## config.mk

```make
export PLATFORM = sky130hd
export DESIGN_NAME = buffer_access_arbiter
export DESIGN_NICKNAME = d
export VERILOG_FILES = /design/src/rtl/buffer_arb_pkg.sv /design/src/rtl/drain_skid_fifo.sv /design/src/rtl/buffer_access_arbiter.sv
export SDC_FILE = /design/constraint.sdc
export NUM_CORES = 1
export LEC_CHECK = 0
export ABC_AREA = 1
export CAP_MARGIN = 25
export CORE_MARGIN = 3
export CORE_UTILIZATION = 52
export CTS_BUF_LIST = sky130_fd_sc_hd__clkbuf_8
export DETAILED_ROUTE_END_ITERATION = 8
export GPL_TIMING_DRIVEN = 0
export PLACE_DENSITY = 0.83
export SYNTH_ARGS = -nofsm -noshare
export SYNTH_HDL_FRONTEND = slang
export SYNTH_HIERARCHICAL = 1
export SYNTH_SLANG_ARGS = --single-unit
```

## constraint.sdc

```tcl
create_clock -name s00_axi_aclk -period 4.76 [get_ports s00_axi_aclk]
set_input_delay 0.714 -clock s00_axi_aclk [delete_from_list [all_inputs] [get_ports s00_axi_aclk]]
set_output_delay 0.714 -clock s00_axi_aclk [all_outputs]
set_load 0.02 [all_outputs]
```

## src/rtl/buffer_arb_pkg.sv

```systemverilog
// Shared types and defaults for the capture-buffer RAM arbiter.
package buffer_arb_pkg;

  localparam int unsigned DefaultDepth = 3500;

  typedef enum logic [1:0] {
    StIdle,
    StRun,
    StFlush
  } drn_state_e;

  typedef enum logic [1:0] {
    ReqCap,
    ReqDrn,
    ReqHost
  } req_id_e;

endpackage

```

## src/rtl/drain_skid_fifo.sv

```systemverilog
// Two-entry valid/ready buffer decoupling drain RAM reads from the consumer.
module drain_skid_fifo #(
  parameter int unsigned DATA_WIDTH = 32
) (
  input  logic                  clk_i,
  input  logic                  rst_i,
  input  logic                  push_i,
  input  logic [DATA_WIDTH-1:0] push_data_i,
  output logic                  valid_o,
  output logic [DATA_WIDTH-1:0] data_o,
  input  logic                  ready_i,
  output logic [1:0]            occupancy_o
);

  logic [DATA_WIDTH-1:0] mem_q [2];
  logic [DATA_WIDTH-1:0] mem_d [2];
  logic                  wr_q, wr_d, rd_q, rd_d;
  logic [1:0]            cnt_q, cnt_d;
  logic                  pop, push_ok;

  assign valid_o     = (cnt_q != 2'd0);
  assign data_o      = mem_q[rd_q];
  assign occupancy_o = cnt_q;

  // Next-state: simultaneous push and pop keep the count unchanged.
  always_comb begin
    mem_d   = mem_q;
    wr_d    = wr_q;
    rd_d    = rd_q;
    cnt_d   = cnt_q;
    pop     = valid_o & ready_i;
    push_ok = push_i & ((cnt_q != 2'd2) | pop);
    if (push_ok) begin
      mem_d[wr_q] = push_data_i;
      wr_d        = ~wr_q;
    end
    if (pop) begin
      rd_d = ~rd_q;
    end
    cnt_d = cnt_q + {1'b0, push_ok} - {1'b0, pop};
  end

  // Storage and pointers.
  always_ff @(posedge clk_i or posedge rst_i) begin
    if (rst_i) begin
      mem_q[0] <= '0;
      mem_q[1] <= '0;
      wr_q     <= 1'b0;
      rd_q     <= 1'b0;
      cnt_q    <= 2'd0;
    end else begin
      mem_q <= mem_d;
      wr_q  <= wr_d;
      rd_q  <= rd_d;
      cnt_q <= cnt_d;
    end
  end

endmodule

```

## src/rtl/buffer_access_arbiter.sv

```systemverilog
// Serialises capture writes, drain reads and host reads onto one RAM port.
module buffer_access_arbiter
  import buffer_arb_pkg::*;
#(
  parameter int unsigned DATA_WIDTH = 32,
  parameter int unsigned ADDR_WIDTH = 12,
  parameter int unsigned DEPTH      = DefaultDepth
) (
  input  logic                  s00_axi_aclk,
  input  logic                  s00_axi_areset,
  input  logic                  cap_req,
  input  logic [DATA_WIDTH-1:0] cap_data,
  output logic                  cap_ack,
  input  logic                  clear,
  input  logic                  drn_start,
  output logic                  drn_valid,
  output logic [DATA_WIDTH-1:0] drn_data,
  input  logic                  drn_ready,
  output logic                  drn_busy,
  output logic                  drn_done,
  input  logic                  host_req,
  input  logic [ADDR_WIDTH-1:0] host_addr,
  output logic                  host_ack,
  output logic                  host_rvalid,
  output logic [DATA_WIDTH-1:0] host_rdata,
  output logic [ADDR_WIDTH:0]   fill_count,
  output logic                  full,
  output logic                  overflow,
  output logic                  mem_en,
  output logic                  mem_we,
  output logic [ADDR_WIDTH-1:0] mem_addr,
  output logic [DATA_WIDTH-1:0] mem_wdata,
  input  logic [DATA_WIDTH-1:0] mem_rdata
);

  localparam logic [ADDR_WIDTH:0] DepthCnt = (ADDR_WIDTH + 1)'(DEPTH);

  drn_state_e            state_q, state_d;
  logic [ADDR_WIDTH-1:0] wr_ptr_q, wr_ptr_d, wr_base;
  logic [ADDR_WIDTH:0]   fill_q, fill_d, fill_base, len_q, len_d, rd_ptr_q, rd_ptr_d;
  logic                  overflow_q, overflow_d, last_host_q, last_host_d;
  logic                  drn_pend_q, drn_pend_d, host_pend_q, host_pend_d;
  logic                  host_oob_q, host_oob_d, host_rvalid_q, host_rvalid_d;
  logic [DATA_WIDTH-1:0] host_rdata_q, host_rdata_d;
  logic                  active, clear_eff, full_eff, cap_wr, drn_rq, host_rq;
  logic                  drn_gnt, host_gnt, skid_pop;
  logic [1:0]            occ;
  logic [2:0]            outstanding;
  req_id_e               grant_id;

  drain_skid_fifo #(
    .DATA_WIDTH (DATA_WIDTH)
  ) u_skid (
    .clk_i       (s00_axi_aclk),
    .rst_i       (s00_axi_areset),
    .push_i      (drn_pend_q),
    .push_data_i (mem_rdata),
    .valid_o     (drn_valid),
    .data_o      (drn_data),
    .ready_i     (drn_ready),
    .occupancy_o (occ)
  );

  assign fill_count  = fill_q;
  assign full        = (fill_q == DepthCnt);
  assign overflow    = overflow_q;
  assign drn_busy    = (state_q != StIdle);
  assign host_rvalid = host_rvalid_q;
  assign host_rdata  = host_rdata_q;

  // Grant selection and combinational RAM port; gated so reset silences the port at once.
  always_comb begin
    active    = ~s00_axi_areset;
    clear_eff = clear & (state_q == StIdle);
    fill_base = clear_eff ? '0 : fill_q;
    wr_base   = clear_eff ? '0 : wr_ptr_q;
    full_eff  = (fill_base == DepthCnt);
    cap_ack   = active & cap_req;
    cap_wr    = cap_ack & ~full_eff;
    skid_pop  = drn_valid & drn_ready;
    // Credit counts a word leaving the skid this cycle so a ready sink sees 1 word/cycle.
    outstanding = {1'b0, occ} + {2'b0, drn_pend_q} - {2'b0, skid_pop};
    drn_rq    = active & (state_q == StRun) & (rd_ptr_q < len_q) & (outstanding < 3'd2);
    host_rq   = active & host_req;
    // On a tie the requester that did not win last time gets the slot.
    drn_gnt   = ~cap_wr & drn_rq & (~host_rq | last_host_q);
    host_gnt  = ~cap_wr & host_rq & (~drn_rq | ~last_host_q);
    host_ack  = host_gnt;
    drn_done  = (state_q == StFlush) & (occ == 2'd0) & ~drn_pend_q;

    grant_id = ReqCap;
    if (drn_gnt) grant_id = ReqDrn;
    if (host_gnt) grant_id = ReqHost;

    mem_en    = cap_wr | drn_gnt | host_gnt;
    mem_we    = cap_wr;
    mem_wdata = cap_wr ? cap_data : '0;
    mem_addr  = '0;
    if (mem_en) begin
      unique case (grant_id)
        ReqCap:  mem_addr = wr_base;
        ReqDrn:  mem_addr = rd_ptr_q[ADDR_WIDTH-1:0];
        ReqHost: mem_addr = host_addr;
        default: mem_addr = '0;
      endcase
    end
  end

  // Next-state for pointers, counters, read pipeline and drain FSM.
  always_comb begin
    wr_ptr_d      = wr_base + ADDR_WIDTH'(cap_wr);
    fill_d        = fill_base + (ADDR_WIDTH + 1)'(cap_wr);
    overflow_d    = (clear_eff ? 1'b0 : overflow_q) | (cap_ack & full_eff);
    last_host_d   = last_host_q;
    if (drn_gnt) last_host_d = 1'b0;
    if (host_gnt) last_host_d = 1'b1;
    drn_pend_d    = drn_gnt;
    host_pend_d   = host_gnt;
    host_oob_d    = ({1'b0, host_addr} >= fill_q);
    host_rvalid_d = host_pend_q;
    host_rdata_d  = (host_pend_q & ~host_oob_q) ? mem_rdata : '0;

    state_d  = state_q;
    len_d    = len_q;
    rd_ptr_d = rd_ptr_q;
    unique case (state_q)
      StIdle: begin
        if (drn_start) begin
          len_d    = fill_q;
          rd_ptr_d = '0;
          state_d  = (fill_q == '0) ? StFlush : StRun;
        end
      end
      StRun: begin
        if (drn_gnt) rd_ptr_d = rd_ptr_q + 1'b1;
        if (rd_ptr_d == len_q) state_d = StFlush;
      end
      StFlush: begin
        if (drn_done) state_d = StIdle;
      end
      default: state_d = StIdle;
    endcase
  end

  // State registers; reset drops any in-flight reads and the drain.
  always_ff @(posedge s00_axi_aclk or posedge s00_axi_areset) begin
    if (s00_axi_areset) begin
      state_q       <= StIdle;
      wr_ptr_q      <= '0;
      fill_q        <= '0;
      len_q         <= '0;
      rd_ptr_q      <= '0;
      overflow_q    <= 1'b0;
      last_host_q   <= 1'b0;
      drn_pend_q    <= 1'b0;
      host_pend_q   <= 1'b0;
      host_oob_q    <= 1'b0;
      host_rvalid_q <= 1'b0;
      host_rdata_q  <= '0;
    end else begin
      state_q       <= state_d;
      wr_ptr_q      <= wr_ptr_d;
      fill_q        <= fill_d;
      len_q         <= len_d;
      rd_ptr_q      <= rd_ptr_d;
      overflow_q    <= overflow_d;
      last_host_q   <= last_host_d;
      drn_pend_q    <= drn_pend_d;
      host_pend_q   <= host_pend_d;
      host_oob_q    <= host_oob_d;
      host_rvalid_q <= host_rvalid_d;
      host_rdata_q  <= host_rdata_d;
    end
  end

endmodule

```

# == Word level (Yosys, flattened, before mapping) ==
# Index checks and enable logic that the tools add are counted.
# classes
order_cmp,6
n_bitwise,35
n_addsub,7
reduce_logical,12
n_eq_ne,11
n_mux,26
# op_table
op,n
$mux W32,6
$bwmux W64,1
$mux W13,4
$pmux W12 S3,1
$demux W32 S1,1
$eq A13 B12 Y1 const B,2
$pmux W13 S2,1
$mux W12,2
$and A1 B1 Y1,17
$add A13 B1 Y13,1
$add A13 B1 Y13 const B,1
$eq A13 B13 Y1,1
$ge A12 B13 Y1,1
$logic_not A13 Y1,1
$lt A13 B13 Y1,1
$add A12 B1 Y12,1
$mux W2,5
$not A1 Y1,10
$reduce_bool A2 Y1,4
$logic_not A2 Y1,3
$ne A2 B2 Y1 const B,3
$or A1 B1 Y1,6
$pmux W2 S3,1
$eq A2 B1 Y1 const B,2
14 further kinds,21
# totals
word_cells,114
in_bits,83
output_inout_bits,131
ff_bits,159

# == Depth between registers and ports, before layout ==
# depth
depth_word,14
depth_mapped,24
ltp_nobuf,24

# == Modules after synthesis ==
# The synthesis kept the hierarchy.
# modules_own_cells
mod,area_per_inst_um2,cells_per_inst,seq_area_each_um2,instances
buffer_access_arbiter,5577.8,748,2277.2,1
drain_skid_fifo,3255.6,414,1701.6,1

# == Worst setup path before layout ==
# No wires, ideal clock.
# synth_path
path_type,input-to-output
start,input s00_axi_areset
end,output mem_addr[2]
t_arrival_ps,3443
path_buffers,1
path_stages,12
required_ps,4046
path_slack_ps,603
cell_sequence,inv_2 > nand2_2 > nor2_2 > nand2_1 > nor3_4 > nand4_4 > nand2_1 > inv_2 > nand2_2 > inv_1 > buf_2 > a21oi_1
# synth_between
word_cells_on_any_way,25
classes_between,2 x eq/ne; 4 x mux; 18 x bitwise; 1 x reduce/logical
# synth_lines
item,line_no,source
from (decl),buffer_access_arbiter.sv:10,"input logic s00_axi_areset,"
$not A1 Y1 (*),buffer_access_arbiter.sv:73,active = ~s00_axi_areset;
"$and A1 B1 Y1, on equally long branches","buffer_access_arbiter.sv:83, buffer_access_arbiter.sv:78",
"$and A1 B1 Y1, on equally long branches","buffer_access_arbiter.sv:83, buffer_access_arbiter.sv:79",
$and A1 B1 Y1 or $not A1 Y1 (tied branches),"buffer_access_arbiter.sv:83, buffer_access_arbiter.sv:86, buffer_access_arbiter.sv:87",
$and A1 B1 Y1 or $not A1 Y1 (tied branches),"buffer_access_arbiter.sv:86, buffer_access_arbiter.sv:87",
$and A1 B1 Y1 or $or A1 B1 Y1 (tied branches),"buffer_access_arbiter.sv:86, buffer_access_arbiter.sv:87",
$or A1 B1 Y1 or $and A1 B1 Y1 (tied branches),"buffer_access_arbiter.sv:95, buffer_access_arbiter.sv:87",
$or A1 B1 Y1 (*),buffer_access_arbiter.sv:95,mem_en = cap_wr | drn_gnt | host_gnt;
net mem_en,buffer_access_arbiter.sv:29,"output logic mem_en,"
$mux W12 (*),buffer_access_arbiter.sv:99,if (mem_en) begin
to (decl),buffer_access_arbiter.sv:31,"output logic [ADDR_WIDTH-1:0] mem_addr,"
# The timed path passes the listed nets; every way through them passes the cells marked *.

# == Worst setup path after layout ==
# layout_path
start,input drn_ready
end,output mem_addr[1]
# layout_between
elab_chain_len,11
word_cells_on_any_way,18
classes_between,1 x add/sub; 1 x order compare; 2 x eq/ne; 4 x mux; 9 x bitwise; 1 x reduce/logical
# layout_lines
item,line_no,source
from (decl),buffer_access_arbiter.sv:18,"input logic drn_ready,"
$and A1 B1 Y1 (*),buffer_access_arbiter.sv:80,skid_pop = drn_valid & drn_ready;
$sub A3 B1 Y3 (*),buffer_access_arbiter.sv:82,"outstanding = {1'b0, occ} + {2'b0, drn_pend_q} - {2'b0, skid_pop};"
$lt A3 B2 Y1 (*),buffer_access_arbiter.sv:83,drn_rq = active & (state_q == StRun) & (rd_ptr_q < len_q) & (outstanding < 3'd2);
$and A1 B1 Y1 (*),buffer_access_arbiter.sv:83,
$and A1 B1 Y1 or $not A1 Y1 (tied branches),"buffer_access_arbiter.sv:86, buffer_access_arbiter.sv:87",
$and A1 B1 Y1 or $or A1 B1 Y1 (tied branches),"buffer_access_arbiter.sv:86, buffer_access_arbiter.sv:87",
$mux W1 or $and A1 B1 Y1 (tied branches),"buffer_access_arbiter.sv:92, buffer_access_arbiter.sv:87",
$mux W2,buffer_access_arbiter.sv:93,if (host_gnt) grant_id = ReqHost;
$eq A2 B2 Y1 (tied with other cells),buffer_access_arbiter.sv:100,unique case (grant_id)
$pmux W12 S3,buffer_access_arbiter.sv:100,
$mux W12 (*),buffer_access_arbiter.sv:99,
# Mark *: on every way between the ends. The rest lies on a longest branch, timed or not.

==> qor.csv <==
metric,value,unit
status,"finished, final reports clean",
finalWeightedCongestion,0.9478,
n_fill_cell,1307,
cts_tree,done,
die_area,18590,sq um
drt-initial-drc-count,845,
clockBufferDepth,2,
hold_path.class,flop to flop,
tightest_slew,0.8499,ns
rows,47,
root_buffer,clkbuf_8,
path_max_fanout,10,
synth_seq_cells,159,
cpPeakStageDelay,0.52,ns
synth.distinct_cells,41,
numPortBuffers,213,
post-dp-hpwl,19.65,mm
slew_viol_final,0,
ys_seq_area_frac,0.4504,
finalSetupViolations,0,
fin_worst_skew,0.02071,ns
drive_gt1_frac,0.08133,
syn2layout_area_growth,32.71,%
antenna_found_initial,0,
grt_max_degree,69,
synth_edf_count,0,
netlist_area,8833,sq um
cap_viol_max_count,0,
cts.sinks,159,
r2r-end,state_q[0],
p_leak,6.019,nW
preCtsSetupSlack,-0.5371,ns
clock_latency,0.48,ns
holdPathStages,0,
period_share,0.9631,
cp.arrival,3.87,ns
vdd_drop_max,0.2521,mV
hold_viol,0,
grt.total_usage,0.2809,
required,4.05,ns
r2r_start,u_skid/occupancy_o[1],
routed_via_density,5.363,
h-tree-depth,4,
syn-num-nets,1278,
syn-mean-instance-area,7.602,sq um
cpMostUsedCell,nand2_1,
synth.cells.most_frequent,"nand2_1 (366), dfrtp_1 (159), inv_1 (153), nor2_1 (120), nand4_1 (85)",
final_util,0.7069,
synth_most_common_cell,nand2_1,
yosysWarnings,6,
hold_ws,0.4254,ns
fp.dieW,136.3,um
grt_pass1_vias,8010,
cp_slowest_cell,fa_1,
synthTopCellsByArea,"dfrtp_1 (45%), nand2_1 (16%), inv_1 (6.5%)",
hp-start,host_pend_q,
hold_end,host_rvalid,
routedWlPerCell,16.12,um
cts_inserted_buffers,17,
end_kind,output port,
rsz0062_at_grt,false,
fmax,218.1,MHz
layout_setup_ws,0.1755,ns
io_pins,214,
cp_cell_sequence,"clkdlybuf4s50_1, nand2_1, inv_1, ha_1, inv_1, nand2_1, fa_1, nand2_2, nor2_2, nand2_1, nor3_4, nand4_4, buf_4, buf_6, nor2_1, a221oi_1, nor2_1, clkdlybuf4s15_1",
grt.overflow.total,0,
crit_type,primary input to output port,
synth_largest_area_cell,dfrtp_1,
ant_nets,0,
firstDrtPassIters,6,
coreArea,16580,sq um
start_util,0.5327,
synth_top_area_frac,0.4504,
drc,0,
synthArstFlopShare,1.000,
antenna_cells,0,
slew_headroom,0.4334,
drt-total-wl,26.34,mm
power.density,398.6,nW/um^2
startpoint_type,primary input,
finalCriticalPeriod,4.585,ns
synth_ff_type,dfrtp_1,
chipHeight,136.3,um
vias,8763,
nets,1517,
rrSetupSlack,1.23,ns
reg2regPathDepth,24,
synth_cells,1162,
grt_pass1_wl,41.11,mm
cts_hold_buf,0,
clkSlewWorstSetupHoldPaths,0.09,ns
worst max-delay path: cells and delay by family:
family,cells,cell delay [ns]
buf+inv,6,1.30
fa+ha+maj,2,0.74
compound gates,1,0.08
simple gates,9,1.04
timing repair:
action,CTS,global route
pin swaps,2,2
endpoints found under the setup margin,12,12
cloned,0,1
resized for setup,14,23
buffers inserted,1,5
cell type report:
| class | count | area, sq um | share of cell area |
|---|---|---|---|
| flip-flops and latches | 159 | 3979 | 0.3394 |
| clock inverters | 15 | 160.2 | 0.01366 |
| clock buffers | 17 | 234.0 | 0.01996 |
| multi-input cells | 784 | 3964 | 0.3381 |
| repair buffers | 221 | 2193 | 0.1871 |
| well taps | 220 | 275.3 | 0.02348 |
| inverters | 164 | 638.1 | 0.05443 |
| plain buffers | 54 | 279.0 | 0.02380 |
cells in the final DEF (no fill, tap or decap), drive strengths merged, types with 6 or more instances in the layout:
master           n
o22ai            7
clkinv           7
nor3            13
inv            170
buf             43
xor2            24
dfrtp          159
nand4           86
nand3           50
a21oi           15
a221oi           6
nor2           123
clkbuf          43
ha              32
o21ai           26
xnor2            9
nand2          375
clkdlybuf4s50  201
stage by stage:
stage / power, mW / TNS (ns) / std cells / area [sq um]
3_3_place_gp: 3.627 / -27.59 / 1595 / 11240
4_1_cts: 4.672 / -0.3132 / 1628 / 11660
6_report: 4.672 / 0 / 1634 / 11720
5_1_grt: 4.952 / 0 / 1634 / 11720
2_1_floorplan: 2.904 / 0 / 1162 / 8833
3_5_place_dp: 3.679 / -5.199 / 1596 / 11270
flip-flops by register name, summed over array words and instances, names as in the netlist:
signal,cells
host_rdata,32
last_host_q,1
u_skid/wr_q,1
drn_pend_q,1
state_q,2
host_rvalid,1
u_skid/occupancy_o,2
len_q,13
u_skid/rd_q,1
overflow,1
u_skid/mem_q,64
host_oob_q,1
fill_count,13
rd_ptr_q,13
wr_ptr_q,12
host_pend_q,1
power by group:
| group | switching, mW | total (mW) | internal [mW] |
|---|---|---|---|
| logic | 1.21 | 1.93 | 0.718 |
| clock network | 0.601 | 0.995 | 0.394 |
| registers | 0.154 | 1.75 | 1.60 |
| total | 1.96 | 4.67 | 2.71 |
per-layer routing:
layer / routed length, um / track usage / vias up
li1: - / - / 4176
met1: 10880 / 0.3906 / 4077
met2: 12440 / 0.4543 / 455
met3: 2408 / 0.04885 / 55
met5: 0 / 0 / -
met4: 609 / 0.07951 / 0
kinds of logic (layout without fill, tap and decap cells):
group / count (synthesis) / in the layout / share of synthesized area
xor gates and xnor gates: 34 / 34 / 0.03527
and+or+nand+nor: 653 / 653 / 0.3231
AOI/OAI and AO/OA: 64 / 64 / 0.04221
DFF: 159 / 159 / 0.4504
buffers and inverters: 219 / 471 / 0.1014
adders and majority gates: 33 / 33 / 0.04759
worst max path at each step:
stage | from | endpoint | slack (ns) | depth (start not counted)
6_report | drn_ready | mem_addr[1] | 0.18 | 18
5_1_grt | drn_ready | mem_addr[1] | 0.006 | 19
4_1_cts | drn_ready | mem_addr[7] | -0.17 | 16
3_5_place_dp | drn_ready | mem_addr[4] | -0.54 | 17
3_3_place_gp | s00_axi_areset | mem_addr[4] | -1.12 | 12
2_1_floorplan | s00_axi_areset | mem_addr[2] | 0.60 | 12
Note: power is estimated with default switching activity, not from simulation.
